File: config.mk
export PLATFORM = sky130hd
export DESIGN_NAME = muldiv_unit
export DESIGN_NICKNAME = d
export VERILOG_FILES = /design/src/rtl/muldiv_pkg.sv /design/src/rtl/muldiv_signfix.sv /design/src/rtl/muldiv_unit.sv
export SDC_FILE = /design/constraint.sdc
export NUM_CORES = 1
export LEC_CHECK = 0
export CAP_MARGIN = 10
export CORE_UTILIZATION = 54
export CTS_BUF_LIST = sky130_fd_sc_hd__clkbuf_16
export DETAILED_ROUTE_END_ITERATION = 16
export PLACE_DENSITY = 0.73
export REMOVE_ABC_BUFFERS = 1
export SLEW_MARGIN = 20
export SYNTH_ARGS = -nofsm -noshare
export SYNTH_HDL_FRONTEND = slang
export SYNTH_HIERARCHICAL = 1
export SYNTH_SLANG_ARGS = --single-unit
File: constraint.sdc
create_clock -name clk -period 4.9 [get_ports clk]
set_input_delay 0.49 -clock clk [delete_from_list [all_inputs] [get_ports clk]]
set_output_delay 0.49 -clock clk [all_outputs]
set_load 0.01 [all_outputs]
File: src/rtl/muldiv_pkg.sv
// Shared types and op predicates for the multi-cycle multiply/divide unit.
package muldiv_pkg;

   typedef enum logic [1:0] {
      OP_MUL  = 2'd0,
      OP_MULU = 2'd1,
      OP_DIV  = 2'd2,
      OP_DIVU = 2'd3
   } op_e;

   typedef enum logic [1:0] {
      IDLE  = 2'd0,
      CALC  = 2'd1,
      FIXUP = 2'd2,
      DONE  = 2'd3
   } state_e;

   function automatic logic is_signed(input op_e op);
      return (op == OP_MUL) || (op == OP_DIV);
   endfunction

   function automatic logic is_div(input op_e op);
      return (op == OP_DIV) || (op == OP_DIVU);
   endfunction

endpackage

File: src/rtl/muldiv_signfix.sv
// Conditional two's-complement negator: y = neg ? -x : x.
module muldiv_signfix #(
   parameter int W = 32
) (
   input  logic [W-1:0] x,
   input  logic         neg,
   output logic [W-1:0] y
);

   assign y = neg ? (~x + W'(1)) : x;

endmodule

File: src/rtl/muldiv_unit.sv
// Multi-cycle signed/unsigned MUL/DIV (shift-add, restoring divide) with valid/ready handshakes.
// Optional MULDIV_EARLY_OUT_EN: multiplies leave CALC as soon as the remaining multiplier is zero.
module muldiv_unit
   import muldiv_pkg::*;
#(
   parameter int WIDTH = 32
) (
   input  logic             clk,
   input  logic             rst,
   input  logic             start_valid,
   output logic             start_ready,
   input  logic [1:0]       op,
   input  logic [WIDTH-1:0] a,
   input  logic [WIDTH-1:0] b,
   output logic             result_valid,
   input  logic             result_ready,
   output logic [WIDTH-1:0] hi,
   output logic [WIDTH-1:0] lo,
   output logic             div_by_zero,
   output logic             busy
);

   localparam int CNT_W = $clog2(WIDTH) + 1;
   localparam int W2    = 2 * WIDTH;

   op_e              op_in, op_q;
   state_e           state;
   logic [CNT_W-1:0] cnt;
   logic [W2-1:0]    acc, mcand;
   logic [WIDTH-1:0] mplier, quo, dvsr;
   logic [WIDTH:0]   rem;
   logic             neg_q, neg_r;

   logic             sa_in, sb_in;
   logic [WIDTH-1:0] a_mag, b_mag;

   assign op_in = op_e'(op);
   assign sa_in = is_signed(op_in) & a[WIDTH-1];
   assign sb_in = is_signed(op_in) & b[WIDTH-1];

   // Magnitudes are unsigned, so |MIN| is simply 2^(WIDTH-1).
   muldiv_signfix #(.W(WIDTH)) u_fix_a (.x(a), .neg(sa_in), .y(a_mag));
   muldiv_signfix #(.W(WIDTH)) u_fix_b (.x(b), .neg(sb_in), .y(b_mag));

   // Restoring divide step: shift in next dividend bit, trial-subtract divisor.
   logic [WIDTH:0]   rem_sh;
   logic [WIDTH+1:0] diff;
   logic             q_bit;

   assign rem_sh = {rem[WIDTH-1:0], quo[WIDTH-1]};
   assign diff   = {1'b0, rem_sh} - {2'b00, dvsr};
   assign q_bit  = ~diff[WIDTH+1];

   logic [W2-1:0] acc_nx;
   assign acc_nx = mplier[0] ? (acc + mcand) : acc;

   logic early_done;
`ifdef MULDIV_EARLY_OUT_EN
   assign early_done = !is_div(op_q) && ((mplier >> 1) == '0);
`else
   assign early_done = 1'b0;
`endif

   logic [W2-1:0]    prod_fix;
   logic [WIDTH-1:0] quo_fix, rem_fix;

   muldiv_signfix #(.W(W2))    u_fix_p (.x(acc),             .neg(neg_q), .y(prod_fix));
   muldiv_signfix #(.W(WIDTH)) u_fix_q (.x(quo),             .neg(neg_q), .y(quo_fix));
   muldiv_signfix #(.W(WIDTH)) u_fix_r (.x(rem[WIDTH-1:0]),  .neg(neg_r), .y(rem_fix));

   // The stored remainder is always below the divisor, so its top bit stays clear.
   logic unused;
   assign unused = rem[WIDTH];

   always_ff @(posedge clk or negedge rst) begin
      if (!rst) begin
         state        <= IDLE;
         start_ready  <= 1'b1;
         busy         <= 1'b0;
         result_valid <= 1'b0;
         hi           <= '0;
         lo           <= '0;
         div_by_zero  <= 1'b0;
         op_q         <= OP_MUL;
         cnt          <= '0;
         acc          <= '0;
         mcand        <= '0;
         mplier       <= '0;
         quo          <= '0;
         rem          <= '0;
         dvsr         <= '0;
         neg_q        <= 1'b0;
         neg_r        <= 1'b0;
      end else begin
         case (state)
            IDLE: begin
               if (start_valid && start_ready) begin
                  op_q        <= op_in;
                  neg_q       <= sa_in ^ sb_in;
                  neg_r       <= sa_in;
                  cnt         <= CNT_W'(WIDTH);
                  acc         <= '0;
                  mcand       <= {{WIDTH{1'b0}}, a_mag};
                  mplier      <= b_mag;
                  quo         <= a_mag;
                  rem         <= '0;
                  dvsr        <= b_mag;
                  div_by_zero <= 1'b0;
                  start_ready <= 1'b0;
                  busy        <= 1'b1;
                  if (is_div(op_in) && (b == '0)) begin
                     state        <= DONE;
                     hi           <= a;
                     lo           <= '1;
                     div_by_zero  <= 1'b1;
                     result_valid <= 1'b1;
                  end else begin
                     state <= CALC;
                  end
               end
            end
            CALC: begin
               cnt <= cnt - CNT_W'(1);
               if (is_div(op_q)) begin
                  quo <= {quo[WIDTH-2:0], q_bit};
                  rem <= q_bit ? diff[WIDTH:0] : rem_sh;
               end else begin
                  acc    <= acc_nx;
                  mcand  <= mcand << 1;
                  mplier <= mplier >> 1;
               end
               if ((cnt == CNT_W'(1)) || early_done)
                  state <= FIXUP;
            end
            FIXUP: begin
               if (is_div(op_q)) begin
                  hi <= rem_fix;
                  lo <= quo_fix;
               end else begin
                  {hi, lo} <= prod_fix;
               end
               result_valid <= 1'b1;
               state        <= DONE;
            end
            DONE: begin
               if (result_ready) begin
                  result_valid <= 1'b0;
                  busy         <= 1'b0;
                  start_ready  <= 1'b1;
                  state        <= IDLE;
               end
            end
            default: state <= IDLE;
         endcase
      end
   end

endmodule

Yosys cells after proc, flatten, opt, wreduce, memory -nomap -nowiden
Index checks and enable logic that the tools add are counted.

cells by class
  bitwise logic cells = 9
  add/subtract/negate cells = 8
  multiplexer cells = 47
  reductions and logical operators = 21
  equality and inequality tests = 15

operators with widths
  kind                     number
  $mux W32                 17
  $mux W64                 6
  $pmux W32 S2             5
  $pmux W64 S2             2
  $add A32 B1 Y32 const B  4
  $not A32 Y32             4
  $add A64 B1 Y64 const B  1
  $add A64 B64 Y64         1
  $not A64 Y64             1
  $sub A33 B32 Y34         1
  $logic_not A32 Y1        1
  $reduce_and A3 Y1        5
  $ne A2 B2 Y1 const B     7
  $eq A2 B2 Y1 const B     6
  $pmux W6 S2              1
  $mux W2                  4
  $pmux W2 S4              1
  $reduce_and A4 Y1        2
  $mux W1                  7
  $eq A6 B1 Y1 const B     1
  $mux W6                  1
  $reduce_bool A2 Y1       3
  $sub A6 B1 Y6 const B    1
  $logic_not A2 Y1         2
  other kinds (10)         16

storage, ports and cells
  output and inout bits = 68
  register bits = 336
  input port bits = 70
  word-level logic and storage cells = 117

Depth between registers and ports, before layout
Gate-level depths: netlist (run 1).

  depth after elaboration = 6
  depth in mapped cells = 14
  depth with buffers taken out = 14

Cells and area by module
The synthesis (run 1) kept the hierarchy.

by module, submodules not included
  module                         sequential area each (um2)  instances  cells an instance  area an instance (um2)
  muldiv_unit                    8384.3                      1          2137               19785.2
  muldiv_signfix at u_fix_a ...  0.0                         4          99                 777.0
  muldiv_signfix at u_fix_p      0.0                         1          206                1649.1

Worst setup path before layout (run 1)
No wires, ideal clock.

  kind = register to register
  start = register acc[0]
  end = register acc[60]
  data required time = 4.813 ns
  cell stages (with the launch flop) = 14
  period minus slack after synthesis = 3.186 ns
  setup time = 0.087 ns
  path buffers = 0
  path slack = 1.714 ns
  data arrival time = 3.099 ns
  cells stage by stage = dfrtp_1 -> ha_1 -> inv_1 -> fa_1 -> nand2b_1 -> a211oi_1 -> o21ai_0 -> a21oi_1 -> o2111ai_1 -> a2111oi_1 -> nor2_1 -> o21ai_1 -> mux2_2 -> o211ai_1

on the way
  word-level cells in the longest chain between the ends = 4

RTL lines
  element                 RTL line            source
  from (decl)             muldiv_unit.sv:29   logic [W2-1:0] acc, mcand;
  from (signal assigned)  muldiv_unit.sv:128  acc <= acc_nx;
  $add A64 B64 Y64        muldiv_unit.sv:55   assign acc_nx = mplier[0] ? (acc + mcand) : acc;
  $mux W64                muldiv_unit.sv:55
  $mux W64                muldiv_unit.sv:124  if (is_div(op_q)) begin
  $pmux W64 S2            muldiv_unit.sv:95   case (state)

No other way between the ends. The select of a mux whose other input is x is not followed.
A chain may end at the register's enable or synchronous reset.

Worst setup path in the final report (run 1)
  start = register acc[1]
  end = register acc[57]

The elaborated chain is that of the path after synthesis.

==> run summary, run 1 <==
Arrival @ worst endpoint - 4430 ps
Maximum VDD drop - 365 µV
Placer Congestion - 1.03
Clock transition at path regs - 60 ps
Sequential group share of total power - 0.267
Min-delay worst type - in -> async
Critical path class - reg -> reg
Setup Skew - 37.2 ps
Worst R2R Path Depth - 11
Unique masters post-synth - 87
Port Buffers - 137
Post-Layout Cell Count - 3415
Dpl hpwl - 55300 µm
Initial Utilization - 0.551
Overflow after GRT - 0
Top cell type's share of synthesized area - 0.341
R2R Path End - acc[57]$_DFFE_PN0P_
Critical Path Source Type - flip-flop
Crit-path max FO - 7
Dominant synthesized flop cell - dfrtp_1
Inst Count DP - 3341
Initial DRC Count - 2074
Register area share after synthesis - 0.342
Tmin final - 4000 ps
Fin util - 0.621
Worst-Margin Slew - 1030 ps
TritonRoute pass-1 iters - 8
Fmax achieved - 250 MHz
RSZ-0062 raised after global routing - false
H-tree levels - 2
P&R area growth vs syn - 12.6%
Fin nets - 2969
Highest-count cells in the layout ignoring fill and taps - nand2_1 (355), dfrtp_1 (331), o21ai_0 (270)
Worst skew pair latency - 590 ps
Root Driver - clkbuf_16
Die Ht - 215 µm
Setup violations, final - 0
Routed vias - 21700
CTS sink cnt - 335
I/O Pins - 138
Status - complete, but fails checks
Ratio of cells with drive above 1 in the final layout - 0.0865
Final Cycle Share - 0.817
Max clock buf depth - 3
CTS tree - built
Routed wire length - 74100 µm
Die width - 215 µm
Row Count - 77
Via-per-instance ratio - 6.35
FF-to-FF setup slack - 900 ps
CP Capture Type - flip-flop
Post-synth EDFFs - 0
Synth area leader - dfrtp_1
Max-Cap Viols - 0
Commonest non-fill, non-tap cell in the layout - nand2_1
Synth warn - 6
Syn Inst Count - 2739
Antenna viol nets, final - 0
Leakage power - 12.1 nW
First-pass GRT wire length - 117000 µm
Power Internal - 0.00891 W
Total CTS buffers - 40
# hold bufs at CTS - 0
DIE AREA - 46300 µm²
Vias in the first global route - 21100
P_sw - 0.00832 W
Pwr dens - 624 nW/µm²
DRC viols - 0
Post-cts sizing count - 0
Total track usage - 0.318
Final Hold Fails - 6
Per-cell routed wire length - 21.7 µm
Final TNS setup - 0 ps
Pin count of the biggest net entering global routing - 115
Asr flop ratio synth - 1.00
Failing checks - hold timing
Mean post-synth cell area - 8.96 µm²
Slew Limit Fails - 0
WP data required - 5330 ps
Hold WS - -14.4 ps
Core area - 44500 µm²
Post-CTS setup buffers - 0
Layout fillers - 3831
Flops & latches, synth - 335
Ranking of synthesized cells by area - dfrtp_1 (34%), xnor2_1 (8.5%), mux2i_1 (6.3%)
Sw frac - 0.483
Synth Cell Area - 24500 µm²
Relative slew slack - 0.312
Worst r2r src - acc[1]$_DFFE_PN0P_
Initial antenna violation count - 0
Clock power share - 0.167
Logic pwr share - 0.566
==> worst max-delay path by stage <==
stage / from / endpoint / slack [ps] / cells after the start
after floorplan: state[1]$_DFFE_PN0P_ / acc[60]$_DFFE_PN0P_ / -2070 / 6
after global placement: rem[11]$_DFFE_PN0P_ / rem[30]$_DFFE_PN0P_ / 1070 / 11
after detailed placement: rem[11]$_DFFE_PN0P_ / rem[18]$_DFFE_PN0P_ / 1070 / 11
after CTS: rem[11]$_DFFE_PN0P_ / rem[18]$_DFFE_PN0P_ / 1050 / 11
after global routing: rem[11]$_DFFE_PN0P_ / rem[28]$_DFFE_PN0P_ / 750 / 11
final: acc[1]$_DFFE_PN0P_ / acc[57]$_DFFE_PN0P_ / 900 / 11
==> Yosys cell counts (10+ instances only) <==
cell type and instances:
a211oi_1 10, a21o_1 61, a21oi_1 110, a222oi_1 31
a22o_1 36, a31oi_1 44, buf_1 26, buf_2 15
clkbuf_1 112, dfrtp_1 334, ha_1 106, inv_1 112
mux2_2 35, mux2i_1 155, nand2_1 356, nand2b_1 25
nand3_1 40, nand4_1 40, nor2_1 93, nor2b_1 15
nor3_1 36, nor4_1 25, nor4_4 17, o21ai_0 270
o21ai_1 47, o21bai_1 19, o31ai_1 61, o41ai_1 30
o41ai_2 20, or2_2 13, or3_1 18, or4_1 13
xnor2_1 237, xor2_1 30
==> layout make-up <==
cell class                 instances  area, µm²  area share
multi-input combinational       2130      15200       0.549
sequential                       335       8390       0.304
timing repair buffer             172       1680      0.0607
clock buffer                      41       1030      0.0371
tap                              592        741      0.0268
inverter                         112        420      0.0152
clock inverter                    32        215     0.00779
antenna                            1       2.50   0.0000906
==> metal layers <==
metal	global-route usage	wire length [µm]	part of all wire	vias up
met5	0	0	0	-
met4	0.150	3320	0.045	0
met3	0.0450	4980	0.067	178
met2	0.512	34300	0.46	845
met1	0.423	31500	0.43	10600
li1	-	-	-	10100
==> power groups by stage <==
| stage | Combinational [W] | Clock (W) | Sequential [W] |
|---|---|---|---|
| final | 0.00976 | 0.00288 | 0.00460 |
| after global routing | 0.0105 | 0.00300 | 0.00472 |
| after CTS | 0.00960 | 0.00291 | 0.00459 |
| after detailed placement | 0.00955 | 0 | 0.00463 |
| after global placement | 0.00936 | 0 | 0.00457 |
| after floorplan | 0.00640 | 0 | 0.00454 |
==> sequential cells by signal (all words and copies together), names as in the netlist, 6 cells and up <==
signal	cells
lo	32
hi	32
rem	32
dvsr	32
acc	64
cnt	6
mplier	32
quo	32
mcand	64
==> logic make-up (layout without fill, tap and decap cells) <==
family | after synthesis | in the layout | synth area share
xor+xnor | 267 | 267 | 0.0953
mux | 190 | 190 | 0.0793
fa+ha+maj | 108 | 108 | 0.0557
simple gates | 752 | 752 | 0.162
compound gates | 813 | 813 | 0.222
flops | 335 | 335 | 0.342
buf+inv | 274 | 357 | 0.0442
other cells | 0 | 1 | 0
==> critical path, cell delays in order (launching register included) <==
cell      delay (ps)
dfrtp_1          450
ha_1             340
a211oi_1         370
nor4_1           140
nor4_1           630
o211ai_2         270
a311oi_1         670
nor2_1           170
a21boi_1         330
o21ai_1          180
a21oi_1          180
o211ai_1         120
==> through the flow <==
| stage | instance area (µm²) | total power (W) | hold WS (ps) | setup slack (ps) |
|---|---|---|---|---|
| finish | 27600 | 0.0172 | -14.4 | 898 |
| floorplan | 23900 | 0.0109 | 194 | -2070 |
| global placement | 26400 | 0.0139 | 462 | 1070 |
| global route | 27600 | 0.0182 | 78.4 | 749 |
| CTS | 27600 | 0.0171 | 23.9 | 1050 |
| detailed placement | 26400 | 0.0142 | 471 | 1070 |
No activity file was read; power rests on OpenSTA's default activity.
==> run 2: changes to the inputs <==
Clock period 4.9 ns to 4.1 ns, I/O delays scaled along.
==> run 2 against run 1 <==
  * The run now ends clean
  * Via count increased by 1.0%
  * Clock power increased by 26%
  * Global-route usage rose by 0.57 points
  * Sequential power increased by 19%
  * Core utilization up 0.66 points
  * Combinational power rose by 23%
  * Critical path depth rose by 3
  * Wire length up 1.8%
  * Clock skew is 13 ps lower
  * Non-clock buffer count is 30 higher
  * Die area unchanged
  * Fmax up 6.5%
  * Critical path type unchanged
  * Critical endpoint is now acc[56]$_DFFE_PN0P_
==> run summary, run 2 (same netlist as run 1, synthesis figures left out) <==
CTS sink cnt - 335
Clock transition at path regs - 60 ps
DIE AREA - 46300 µm²
RSZ-0062 raised after global routing - false
I/O Pins - 138
Crit-path max cell delay - 470 ps
Leakage power - 12.3 nW
CP Cell Sequence - ha_1 -> inv_1 -> fa_1 -> nand2b_1 -> a211oi_1 -> o21ai_0 -> a21oi_1 -> o2111ai_1 -> a2111oi_2 -> buf_4 -> o21ai_1 -> a21oi_1 -> nor3_1 -> o31ai_1
Initial DRC Count - 2076
Critical-path top delay cell - dfrtp_1
Min-delay worst type - in -> async
Maximum VDD drop - 478 µV
DRC viols - 0
Top flop regs - acc (64), mcand (64)
Worst-Margin Slew - 1030 ps
Critical path class - reg -> reg
Total CTS buffers - 40
First-pass GRT wire length - 120000 µm
Port Buffers - 137
Dpl hpwl - 56800 µm
Setup WS post-layout - 343 ps
Highest-count cells in the layout ignoring fill and taps - nand2_1 (355), dfrtp_1 (332), o21ai_0 (270)
Arrival @ worst endpoint - 4230 ps
CP Launch Point - acc[0]$_DFFE_PN0P_
Total track usage - 0.324
Final Hold Fails - 0
Final Cycle Share - 0.916
Initial Utilization - 0.551
Routed vias - 21900
Antenna viol nets, final - 0
Worst R2R Path Depth - 14
Post-CTS setup buffers - 0
CTS tree - built
Status - completed
Slew Limit Fails - 0
Initial antenna violation count - 2
Critical Path Source Type - flip-flop
Crit-path max FO - 7
Routed wire length - 75400 µm
Tmin final - 3760 ps
Setup Skew - 24.1 ps
Fin nets - 2999
Worst skew pair latency - 580 ps
Via-per-instance ratio - 6.37
Die width - 215 µm
TritonRoute pass-1 iters - 9
Row Count - 77
Overflow after GRT - 0
Root Driver - clkbuf_16
P&R area growth vs syn - 13.8%
Hold WS - 424 ps
Critical Path Most Common Cell - a21oi_1
Diodes inserted - 0
Setup violations, final - 0
Fin util - 0.627
Per-cell routed wire length - 21.9 µm
Critical Path End - acc[56]$_DFFE_PN0P_
H-tree levels - 2
Placer Congestion - 0.983
Ratio of cells with drive above 1 in the final layout - 0.0965
Die Ht - 215 µm
Critical path's top delay family - compound AO/OA/AOI/OAI gates
Vias in the first global route - 21400
Max-Cap Viols - 0
Commonest non-fill, non-tap cell in the layout - nand2_1
Worst r2r src - acc[0]$_DFFE_PN0P_
Max clock buf depth - 3
Pwr dens - 757 nW/µm²
Dpl ws - 332 ps
WP data required - 4570 ps
Pin count of the biggest net entering global routing - 90
Relative slew slack - 0.315
CP Capture Type - flip-flop
R2R Path End - acc[56]$_DFFE_PN0P_
FF-to-FF setup slack - 340 ps
Worst path bufs/invs - 2
Core area - 44500 µm²
Stages on worst setup path - 14
Fmax achieved - 266 MHz
[run 2: cell types whose count changed in the layout (fill, tap and decap cells not counted), moves of 3 or more]
cell | previous run | this run
buf_4 | 32 | 61
clkinv_1 | 11 | 5
bufinv_16 | 2 | 5
clkinvlp_4 | 5 | 2
[run 2: area by class of cell]
type                    instances  area (µm²)
multi-input cells            2130       15200
clock inverters                29         282
repair buffers                202        1900
well taps                     592         741
clock buffers                  41        1030
flip-flops and latches        335        8390
inverters                     112         420
fillers                      3813       16600
[run 2: through the flow]
step	setup TNS, ps	std cells	power [W]	cell area (µm²)
after floorplan	-346160	2577	0.0131	23900
after global placement	0	3370	0.0169	26600
after detailed placement	0	3370	0.0172	26600
after CTS	0	3441	0.0209	27900
after global routing	0	3441	0.0223	27900
final	0	3441	0.0211	27900
[run 2: timing repair]
| item | CTS | global route |
|---|---|---|
| hold buffers | 1 | 0 |
| gates resized for setup | 0 | 1 |
| setup endpoints to repair | 0 | 3 |
| endpoints found under the hold margin | 83 | 0 |
[run 2: worst min path at each step]
stage | startpoint | end | slack (ps) | depth (start not counted)
after floorplan | rst | acc[0]$_DFFE_PN0P_ | 110 | 0
after global placement | mplier[15]$_DFFE_PN0P_ | mplier[15]$_DFFE_PN0P_ | 460 | 2
after detailed placement | hi[7]$_DFFE_PN0P_ | hi[7]$_DFFE_PN0P_ | 470 | 2
after CTS | rst | lo[20]$_DFFE_PN0P_ | 480 | 2
after global routing | mplier[17]$_DFFE_PN0P_ | mplier[17]$_DFFE_PN0P_ | 510 | 2
final | rst | lo[20]$_DFFE_PN0P_ | 420 | 2
[run 2: power breakdown]
group / total (W) / switching (W) / internal, W
combinational: 0.0120 / 0.00761 / 0.00443
clock: 0.00362 / 0.00148 / 0.00213
sequential: 0.00548 / 0.00113 / 0.00435
[run 2: layer usage]
layer / wire (µm) / global-route usage / up-vias
met3: 4970 / 0.0483 / 197
met4: 3750 / 0.161 / 0
li1: - / - / 10200
met5: 0 / 0 / -
met1: 31800 / 0.428 / 10700
met2: 34900 / 0.519 / 798
